**src/rtl/vco_freq_counter.sv**
```systemverilog
// Gated edge counter giving a clk-referenced VCO frequency readout.
// Define VCO_FREQ_CONT_EN to chain measurements back-to-back after a single start.
module vco_freq_counter #(
  parameter int CNT_W       = 16,
  parameter int GATE_BASE   = 256,
  parameter int SYNC_STAGES = 2
) (
  input  logic             clk,
  input  logic             rst,
  input  logic             vco_in,
  input  logic             start,
  input  logic [1:0]       gate_sel,
  output logic             busy,
  output logic             done,
  output logic             valid,
  output logic             overflow,
  output logic [CNT_W-1:0] count
);

  // state  | meaning
  // IDLE   | waiting for start
  // ARM    | clear edge counter and flag, load gate timer
  // GATE   | count synchronised rising edges for the gate window
  // DONE   | result presented, done pulse high
  localparam logic [1:0] S_IDLE = 2'd0;
  localparam logic [1:0] S_ARM  = 2'd1;
  localparam logic [1:0] S_GATE = 2'd2;
  localparam logic [1:0] S_DONE = 2'd3;

  localparam int TMR_W = $clog2(GATE_BASE) + 4;

  logic [1:0]             state;
  logic [1:0]             sel_q;
  logic [TMR_W-1:0]       timer;
  logic [TMR_W-1:0]       gate_len;
  logic [CNT_W-1:0]       edge_cnt;
  logic [CNT_W-1:0]       cnt_nxt;
  logic                   sat;
  logic                   sat_nxt;
  logic                   cnt_max;
  logic [SYNC_STAGES-1:0] sync_q;
  logic                   hist_q;
  logic                   rise;

  always_ff @(posedge clk) begin
    if (rst) begin
      sync_q <= '0;
      hist_q <= 1'b0;
    end else begin
      sync_q <= {sync_q[SYNC_STAGES-2:0], vco_in};
      hist_q <= sync_q[SYNC_STAGES-1];
    end
  end

  assign rise     = sync_q[SYNC_STAGES-1] & ~hist_q;
  assign gate_len = TMR_W'(GATE_BASE) << sel_q;
  assign cnt_max  = &edge_cnt;
  assign cnt_nxt  = (rise && !cnt_max) ? edge_cnt + CNT_W'(1) : edge_cnt;
  assign sat_nxt  = sat | (rise & cnt_max);

  // Results are registered on the last gate cycle (including its rise) so the
  // DONE cycle already presents count/valid/overflow alongside the done pulse.
  always_ff @(posedge clk) begin
    if (rst) begin
      state    <= S_IDLE;
      sel_q    <= 2'd0;
      timer    <= '0;
      edge_cnt <= '0;
      sat      <= 1'b0;
      busy     <= 1'b0;
      done     <= 1'b0;
      valid    <= 1'b0;
      overflow <= 1'b0;
      count    <= '0;
    end else begin
      done <= 1'b0;
      case (state)
        S_IDLE: begin
          if (start) begin
            sel_q <= gate_sel;
            busy  <= 1'b1;
            state <= S_ARM;
          end
        end
        S_ARM: begin
          edge_cnt <= '0;
          sat      <= 1'b0;
          timer    <= gate_len - TMR_W'(1);
          state    <= S_GATE;
        end
        S_GATE: begin
          edge_cnt <= cnt_nxt;
          sat      <= sat_nxt;
          if (timer == '0) begin
            count    <= cnt_nxt;
            overflow <= sat_nxt;
            valid    <= 1'b1;
            done     <= 1'b1;
`ifndef VCO_FREQ_CONT_EN
            busy     <= 1'b0;
`endif
            state    <= S_DONE;
          end else begin
            timer <= timer - TMR_W'(1);
          end
        end
        S_DONE: begin
`ifdef VCO_FREQ_CONT_EN
          state <= S_ARM;
`else
          state <= S_IDLE;
`endif
        end
        default: state <= S_IDLE;
      endcase
    end
  end

endmodule

```
**config.mk**
```make
export PLATFORM = sky130hd
export DESIGN_NAME = vco_freq_counter
export DESIGN_NICKNAME = d
export VERILOG_FILES = /design/src/rtl/vco_freq_counter.sv
export SDC_FILE = /design/constraint.sdc
export NUM_CORES = 1
export LEC_CHECK = 0
export CORE_ASPECT_RATIO = 1.75
export CORE_MARGIN = 2
export CORE_UTILIZATION = 55
export DETAILED_ROUTE_END_ITERATION = 7
export HOLD_SLACK_MARGIN = 0.12
export PLACE_DENSITY = 0.87
export SYNTH_ARGS = -nofsm -noshare
export SYNTH_HDL_FRONTEND = slang
export SYNTH_SLANG_ARGS = --single-unit
```
**constraint.sdc**
```tcl
create_clock -name clk -period 2.6 [get_ports clk]
set_input_delay 0.39 -clock clk [delete_from_list [all_inputs] [get_ports clk]]
set_output_delay 0.39 -clock clk [all_outputs]
set_load 0.1 [all_outputs]
```
# Word-level counts from Yosys, hierarchy flattened
# Index checks and enable logic that the tools add are counted.
[word_totals]
reg_bits = 56
inputBits = 6
output_inout_bits = 20
elab_cells = 52
[classes]
n_addsub = 3
eq_ne = 6
shifts = 1
mux = 12
bitwise = 5
n_reduce_logical = 13
[op_table]
columns = ["op", "count"]
rows = [
  ["$pmux W16 S2", 1],
  ["$pmux W12 S2", 1],
  ["$sub A12 B1 Y12 const B", 2],
  ["$add A16 B1 Y16 const B", 1],
  ["$mux W16", 1],
  ["$reduce_and A16 Y1", 1],
  ["$logic_not A12 Y1", 1],
  ["$mux W12", 1],
  ["$shl A9 B2 Y12 const A", 1],
  ["$pmux W2 S4", 1],
  ["$reduce_and A2 Y1", 4],
  ["$ne A2 B2 Y1 const B", 3],
  ["$eq A2 B2 Y1 const B", 2],
  ["$mux W2", 2],
  ["$pmux W1 S2", 2],
  ["$reduce_bool A2 Y1", 2],
  ["$mux W1", 3],
  ["$reduce_and A3 Y1", 1],
  ["$and A1 B1 Y1", 2],
  ["$eq A2 B1 Y1 const B", 1],
  ["$logic_not A2 Y1", 1],
  ["$not A1 Y1", 2],
  ["$reduce_or A2 Y1", 1],
  ["$logic_and A1 B1 Y1", 1],
  ["2 further kinds", 2],
]

# Logic depth before layout (Yosys ltp)
# Gate-level depths: netlist of run 1.
[depth]
word_depth = 5
ltp_mapped = 11

# Worst setup path after synthesis of run 1
# OpenSTA, ideal clock, no wires.
[synth_path]
path_kind = "flip-flop to flip-flop"
startpoint = "register state[0]"
endpoint = "register timer[10]"
setup_time_ns = 0.145
t_arrival_ns = 2.100
required_ns = 2.455
slack_ns = 0.356
stages_incl_launch_ff = 12
path_buffers = 2
period_less_slack_ns = 2.244
cell_sequence = "dfxtp_1 inv_1 ha_1 clkbuf_1 buf_2 nand2_1 ha_1 a21o_1 nand4b_1 mux2_2 nand2_1 a31oi_1"
[synth_via]
elab_chain_cells = 3
word_cells_on_any_way = 6
cone_classes = "3 x eq/ne; 1 x mux; 2 x reduce/logical"
[synth_lines]
columns = ["element", "line", "source"]
rows = [
  ["start, declared", "32", "logic [1:0] state;"],
  ["start signal, assigned", "65", "state <= S_IDLE;"],
  ["start signal, assigned", "82", "state <= S_ARM;"],
  ["start signal, assigned", "89", "state <= S_GATE;"],
  ["$eq A2 B2 Y1 or $eq A2 B1 Y1 (tied branches)", "77", "case (state)"],
  ["$ne A2 B2 Y1 (no source line) or $reduce_bool A2 Y1 (tied branches)", "n/a", ""],
  ["$reduce_and A2 Y1 (no source line)", "n/a", ""],
  ["end signal, assigned", "88", "timer <= gate_len - TMR_W'(1);"],
  ["end signal, assigned", "104", "timer <= timer - TMR_W'(1);"],
  ["end, declared", "34", "logic [TMR_W-1:0] timer;"],
]
# Several ways; a longest one is shown, not always the timed one.
# A chain may end at the register's enable or synchronous reset.

# Worst setup path after layout of run 1
[layout_path]
startpoint = "register edge_cnt[0]"
endpoint = "register edge_cnt[7]"
[layout_via]
elab_chain_cells = 5
word_cells_on_any_way = 6
cone_classes = "1 x add/sub; 2 x mux; 3 x reduce/logical"
[layout_lines]
columns = ["element", "line", "source"]
rows = [
  ["start, declared", "36", "logic [CNT_W-1:0] edge_cnt;"],
  ["start signal, assigned", "92", "edge_cnt <= cnt_nxt;"],
  ["parallel branches: the longest is 3 deep, another holds $add A16 B1 Y16", "n/a", ""],
  ["$mux W16 *", "58", "assign cnt_nxt = (rise && !cnt_max) ? edge_cnt + CNT_W'(1) : edge_cnt;"],
  ["$pmux W16 S2 *", "77", ""],
]
# Mark *: on every way between the ends.

==> metrics.txt, run 1 <==
CP arrival 2.36 ns; post-CTS setup buffers 0; Fmax 472.8 MHz; Via-to-Cell Ratio 6.164; Initial Utilization 0.5612; post-synth cell types 52; total wire length 6935 um; Worst-Skew Late Latency 0.32 ns; Ys Warns 0; Tmin final 2.115 ns; top metal layer carrying routed signals met4; Post-Syn Area 3084 um^2; Clock Tree Buf Depth 2; Port Buffers 25; final std cells w/o fill 452; outcome finished clean; DP Cell Count 446; area share of the largest cell type after synthesis 0.3635; cts repair resizes 0; Synth area leader dfxtp_1; syn_area_per_cell 8.473 um^2; setup total negative slack 0 ns; CTS tree yes; Tightest Pin Transition 0.7055 ns; slew margin rel. 0.5297; final hold slack 0.4585 ns; max cap viols 0; top_reg_cell synth dfxtp_1; ys async rst share 0; worst setup path category register to register; slowest CP cell a41oi_4; Synth Register Bits 56; clock root buffer clkbuf_8; post-route setup slack 0.4851 ns; Synth Net Count 375; I/O pin cnt 26; drt drc 0; DRT Pass-1 Iters 4; total CTS buffers 5; RD Place Congestion 0.9227; layout overhead on the synthesized area 8.722%; Clock Sinks 56; row count 36; final setup fails 0; H-tree Lvls 2; met1 WL 2561 um; Leakage 1.137 nW; Final period util 0.8134; number of enable flip-flop cells after synthesis 0; first-pass GRT wire length 11470 um; Worst Path Required 2.85 ns; post-route ant nets 0; Reg clk slew, reported paths 0.10 ns; hold crit path type register to register; ant diodes 0; Largest stage delay, worst path 0.40 ns; Met3 Wirelength 332 um; peak supply drop 0.7821 mV; Startpoint Class register; Hold Buf Count CTS 0; Die X 60.61 um; WL/cell 15.34 um; vias in the first global route 2682; Core ar. 5495 um^2; DIE HEIGHT 103.1 um; Starting DRT DRC Count 212; critical path, cell by cell ha_1 > and4_4 > a41oi_4 > nand4_1 > or3_1 > a31oi_1; Critical Path Sink Type register; hold path depth 1; gr usage total 0.2380; final net count 388; met2 routed WL 3839 um; Layout Skew 0.01123 ns; antenna violations before repair 0; register area share after synthesis 0.3635; routed vias 2786; final slew viol count 0; crit path max fanout 14; Mapped Cells 364; ratio of cells with drive above 1 in the final layout 0.1649; Core Util, Final 0.6102; Post-Place Worst Slack 0.5121 ns; GR Overflow Total 0; cell depth of the worst flop-to-flop path 6; full die area 6246 um^2; Final Hold Fails 0; Area contributors post-synth dfxtp_1 (36%), a211oi_2 (5.3%), a21oi_1 (4.9%), nand2_1 (4.3%), xor2_1 (4.0%); RSZ-0062 raised after global routing no; post-DP HPWL 4982 um; largest net degree at the start of global routing 34; PD cells 958.9 nW/um^2
layout by cell type (no fill, tap or decap), types with 3 or more instances in the layout:
cell type,Yosys,layout
dfxtp_1,56,56
nand2_1,35,35
nor2_1,32,32
a21oi_1,30,30
buf_4,3,27
nand3_1,19,19
o21ai_0,18,18
or3_1,16,16
xor2_1,14,14
nand4_1,14,14
a211oi_2,13,13
a31oi_1,10,10
a211oi_1,8,8
nor3_1,7,7
inv_1,5,5
nor2b_1,5,5
nand2b_1,5,5
ha_1,5,5
clkbuf_8,0,5
o32ai_1,4,4
clkdlybuf4s50_1,0,4
nor4_1,3,3
and4_4,3,3
mux2i_1,3,3
o31ai_1,3,3
stage by stage:
step	area (um^2)	power, mW
3_3_place_gp	3254	2.627
3_5_place_dp	3254	2.664
4_1_cts	3353	3.210
5_1_grt	3353	3.414
2_1_floorplan	3084	2.343
6_report	3353	3.215
synth_stat cells (all sizes together), types with 2 or more instances:
| master | number |
|---|---|
| nand3 | 20 |
| nor3 | 8 |
| a21oi | 30 |
| a41oi | 2 |
| o2111ai | 2 |
| or3 | 16 |
| nand2b | 5 |
| nor3b | 2 |
| o31ai | 3 |
| clkbuf | 8 |
| and4 | 4 |
| inv | 5 |
| ha | 5 |
| a31oi | 10 |
| xnor2 | 2 |
| dfxtp | 56 |
| nand4 | 16 |
| nor4 | 3 |
| mux2 | 2 |
| nor2b | 5 |
| nand2 | 35 |
| a211oi | 21 |
| buf | 17 |
| nor2 | 33 |
| o32ai | 4 |
| and3 | 2 |
| xor2 | 14 |
| mux2i | 3 |
| o21ai | 19 |
layer usage:
| metal | vias to the layer above | GRT usage |
|---|---|---|
| li1 | 1356 | - |
| met1 | 1312 | 0.2376 |
| met2 | 99 | 0.4318 |
| met3 | 19 | 0.04266 |
| met4 | 0 | 0.1522 |
| met5 | - | 0 |
critical path: cells and delay by family, from the launching register on:
family                   cells  cell delay, ns
AND/OR/NAND/NOR              3            0.84
AO/OA/AOI/OAI                2            0.55
flip-flops                   1            0.37
adder cells (fa/ha/maj)      1            0.28
cell families (layout without fill, tap and decap cells):
family | count (synthesis) | in the layout | share of synthesized area
adder cells (fa/ha/maj) | 5 | 5 | 0.02028
XOR/XNOR | 16 | 16 | 0.04544
buffers and inverters | 32 | 44 | 0.06328
AO/OA/AOI/OAI | 97 | 97 | 0.2264
flip-flops | 56 | 56 | 0.3635
AND/OR/NAND/NOR | 153 | 153 | 0.2641
multiplexers | 5 | 5 | 0.01704
registers in the layout, summed over array words and instances, names as in the netlist:
| register | count |
|---|---|
| timer | 12 |
| valid | 1 |
| state | 2 |
| busy | 1 |
| sel_q | 2 |
| overflow | 1 |
| hist_q | 1 |
| sat | 1 |
| count | 16 |
| edge_cnt | 16 |
| done | 1 |
| sync_q | 2 |
power by group:
part	internal [mW]	leakage [nW]	switching [mW]	total (mW)
logic	0.497	0.632	1.05	1.55
clock network	0.277	0.0501	0.267	0.544
registers	0.986	0.455	0.138	1.12
area by class of cell:
class                      count  area [um^2]
timing repair buffer          32        247.7
tap                           76        95.09
clock buffer                   5        68.82
inverter                       6        22.52
clock inverter                 1        30.03
fill                         506         2142
sequential                    56         1121
multi-input combinational    276         1768
worst paths after layout:
path,start,end,slack [ns]
max reg2reg,edge_cnt[0]$_SDFFE_PP0P_,edge_cnt[7]$_SDFFE_PP0P_,0.49
min,sync_q[0]$_SDFF_PP0_,sync_q[1]$_SDFF_PP0_,0.46
max,edge_cnt[0]$_SDFFE_PP0P_,edge_cnt[7]$_SDFFE_PP0P_,0.49
min reg2reg,sync_q[0]$_SDFF_PP0_,sync_q[1]$_SDFF_PP0_,0.46
Note: power is estimated with default switching activity, not from simulation.
==> run 2, diff against run 1 <==
==> constraint.sdc (replaced) <==
create_clock -name clk -period 2.2 [get_ports clk]
set_input_delay 0.33 -clock clk [delete_from_list [all_inputs] [get_ports clk]]
set_output_delay 0.33 -clock clk [all_outputs]
set_load 0.1 [all_outputs]
==> metrics.txt, run 2 (synthesis gave the netlist of run 1 again) <==
WL/cell 15.45 um (+0.73%); Final Hold Fails 0 (unchanged); total wire length 7140 um (+3.0%); Met3 Wirelength 372 um (+12%); outcome finished clean; crit path from edge_cnt[0]$_SDFFE_PP0P_; Post-Place Worst Slack 0.1310 ns (-0.3812 ns); H-tree Lvls 2 (unchanged); Starting DRT DRC Count 267 (+26%); met1 WL 2663 um (+4.0%); Port Buffers 25 (unchanged); slowest CP cell dfxtp_1; Tmin final 2.130 ns (+0.01475 ns); I/O pin cnt 26 (unchanged); CP arrival 2.38 ns (+0.02 ns); total CTS buffers 5 (unchanged); Initial Utilization 0.5612 (unchanged); post-route ant nets 0 (unchanged); setup total negative slack 0 ns (unchanged); final net count 396 (+2.1%); Placed Area 3322 um^2 (+2.1%); biggest regs count: 16 flops, edge_cnt: 16 flops, timer: 12 flops; Reg area 1121 um^2 (unchanged); Critical Path Sink Type register; met2 routed WL 3864 um (+0.65%); post-route setup slack 0.07038 ns (-0.4148 ns); slew margin rel. 0.5932 (+0.06346); cell area after layout 3446 um^2 (+2.8%); top metal layer carrying routed signals met4; Clock Sinks 56 (unchanged); filler cell count in the final layout 494 (-2.4%); Tightest Pin Transition 0.6039 ns (-0.1016 ns); first-pass GRT wire length 11700 um (+2.0%); max cap viols 0 (unchanged); Fmax 469.6 MHz (-0.69%); largest net degree at the start of global routing 34 (unchanged); worst setup path category register to register; final slew viol count 0 (unchanged); layout overhead on the synthesized area 11.72%; DRT Pass-1 Iters 5 (+1); PnR Total Power 3.870 mW (+20%); Final period util 0.9680 (+0.1546); post-DP HPWL 5107 um (+2.5%); Leakage 1.181 nW (+3.9%); Worst Path Required 2.45 ns (-0.40 ns); Multi-input gate area 1772 um^2 (+0.21%); ant diodes 0 (unchanged); Die X 60.61 um (unchanged); most frequent cells in the layout dfxtp_1 (56), nand2_1 (35), nor2_1 (32), buf_4 (32), a21oi_1 (29); startpoint of the worst hold path sync_q[0]$_SDFF_PP0_; drt drc 0 (unchanged); clock root buffer clkbuf_8; Largest stage delay, worst path 0.39 ns (about the same); CTS tree yes; RD Place Congestion 0.8613 (-6.7%); full die area 6246 um^2 (unchanged); final setup fails 0 (unchanged); critical path, cell by cell ha_1 > and4_4 > a41oi_4 > buf_4 > nand3_2 > or3_1 > a31oi_1; GR Overflow Total 0 (unchanged); Hold Buf Count CTS 0 (unchanged); PD cells 1123 nW/um^2 (+17%); routed vias 2844 (+2.1%); ratio of cells with drive above 1 in the final layout 0.1839 (+0.01904); Layout Skew 0.01216 ns (+0.0009340 ns); Reg clk slew, reported paths 0.10 ns (about the same); DIE HEIGHT 103.1 um (unchanged); hold crit path type register to register; Clock Tree Buf Depth 2 (unchanged); Via-to-Cell Ratio 6.156 (-0.13%); Startpoint Class register; crit path max fanout 11 (-3); Worst R2R Start edge_cnt[0]$_SDFFE_PP0P_; Worst-Skew Late Latency 0.32 ns (about the same); commonest non-fill, non-tap cell in the layout dfxtp_1; peak supply drop 0.6258 mV (-20%); antenna violations before repair 0 (unchanged); gr usage total 0.2422 (+0.004173); Core ar. 5495 um^2 (unchanged); row count 36 (unchanged); vias in the first global route 2632 (-1.9%)
## run 2: cell count changes in the layout (fill, tap and decap cells not counted), sizes merged
cell    previous run  this run
clkbuf             5         8
bufinv             1         0
buf               28        36
## run 2: routing by layer
metal	vias up	GRT usage
met3	23	0.04266
met1	1344	0.2552
met4	0	0.1488
li1	1377	-
met5	-	0
met2	100	0.4285
## run 2: path summary, 6_finish.rpt
| check | cells past startpoint | end | slack [ns] |
|---|---|---|---|
| setup reg to reg | 7 | edge_cnt[6]$_SDFFE_PP0P_ | 0.07 |
| setup / recovery | 7 | edge_cnt[6]$_SDFFE_PP0P_ | 0.07 |
| hold reg to reg | 1 | sync_q[1]$_SDFF_PP0_ | 0.45 |
| hold / removal | 1 | sync_q[1]$_SDFF_PP0_ | 0.45 |
## run 2: final cells by class
cell class / instances / area share
Inverter: 6 / 0.006536
Timing Repair Buffer: 40 / 0.1002
Tap cell: 76 / 0.02760
Sequential cell: 56 / 0.3253
Multi-Input combinational cell: 276 / 0.5142
Clock buffer: 8 / 0.02614
## run 2: repair_timing
action                                  4_1_cts  5_1_grt
buffers inserted                              0        4
endpoints found under the setup margin        0        7
gates resized for setup                       0        1
## run 2: worst max-delay path: cells and delay by family (launching register included)
kind | cells | cell delay [ns]
and+or+nand+nor | 3 | 0.67
AOI/OAI and AO/OA | 2 | 0.53
DFF | 1 | 0.39
adders and majority gates | 1 | 0.29
buffers and inverters | 1 | 0.19
## run 2: stage by stage
step / util / hold slack, ns / cells
after detailed placement: 0.6045 / 0.4313 / 450
after CTS: 0.6209 / 0.4547 / 458
after global placement: 0.6045 / 0.4182 / 450
after floorplan: - / 0.4138 / 364
final: 0.6270 / 0.4477 / 462
after global routing: 0.6270 / 0.4675 / 462
## run 2: where the power goes
part	internal (mW)	total [mW]	switching, mW
registers	1.16	1.33	0.169
logic	0.688	1.95	1.26
clock network	0.258	0.586	0.328
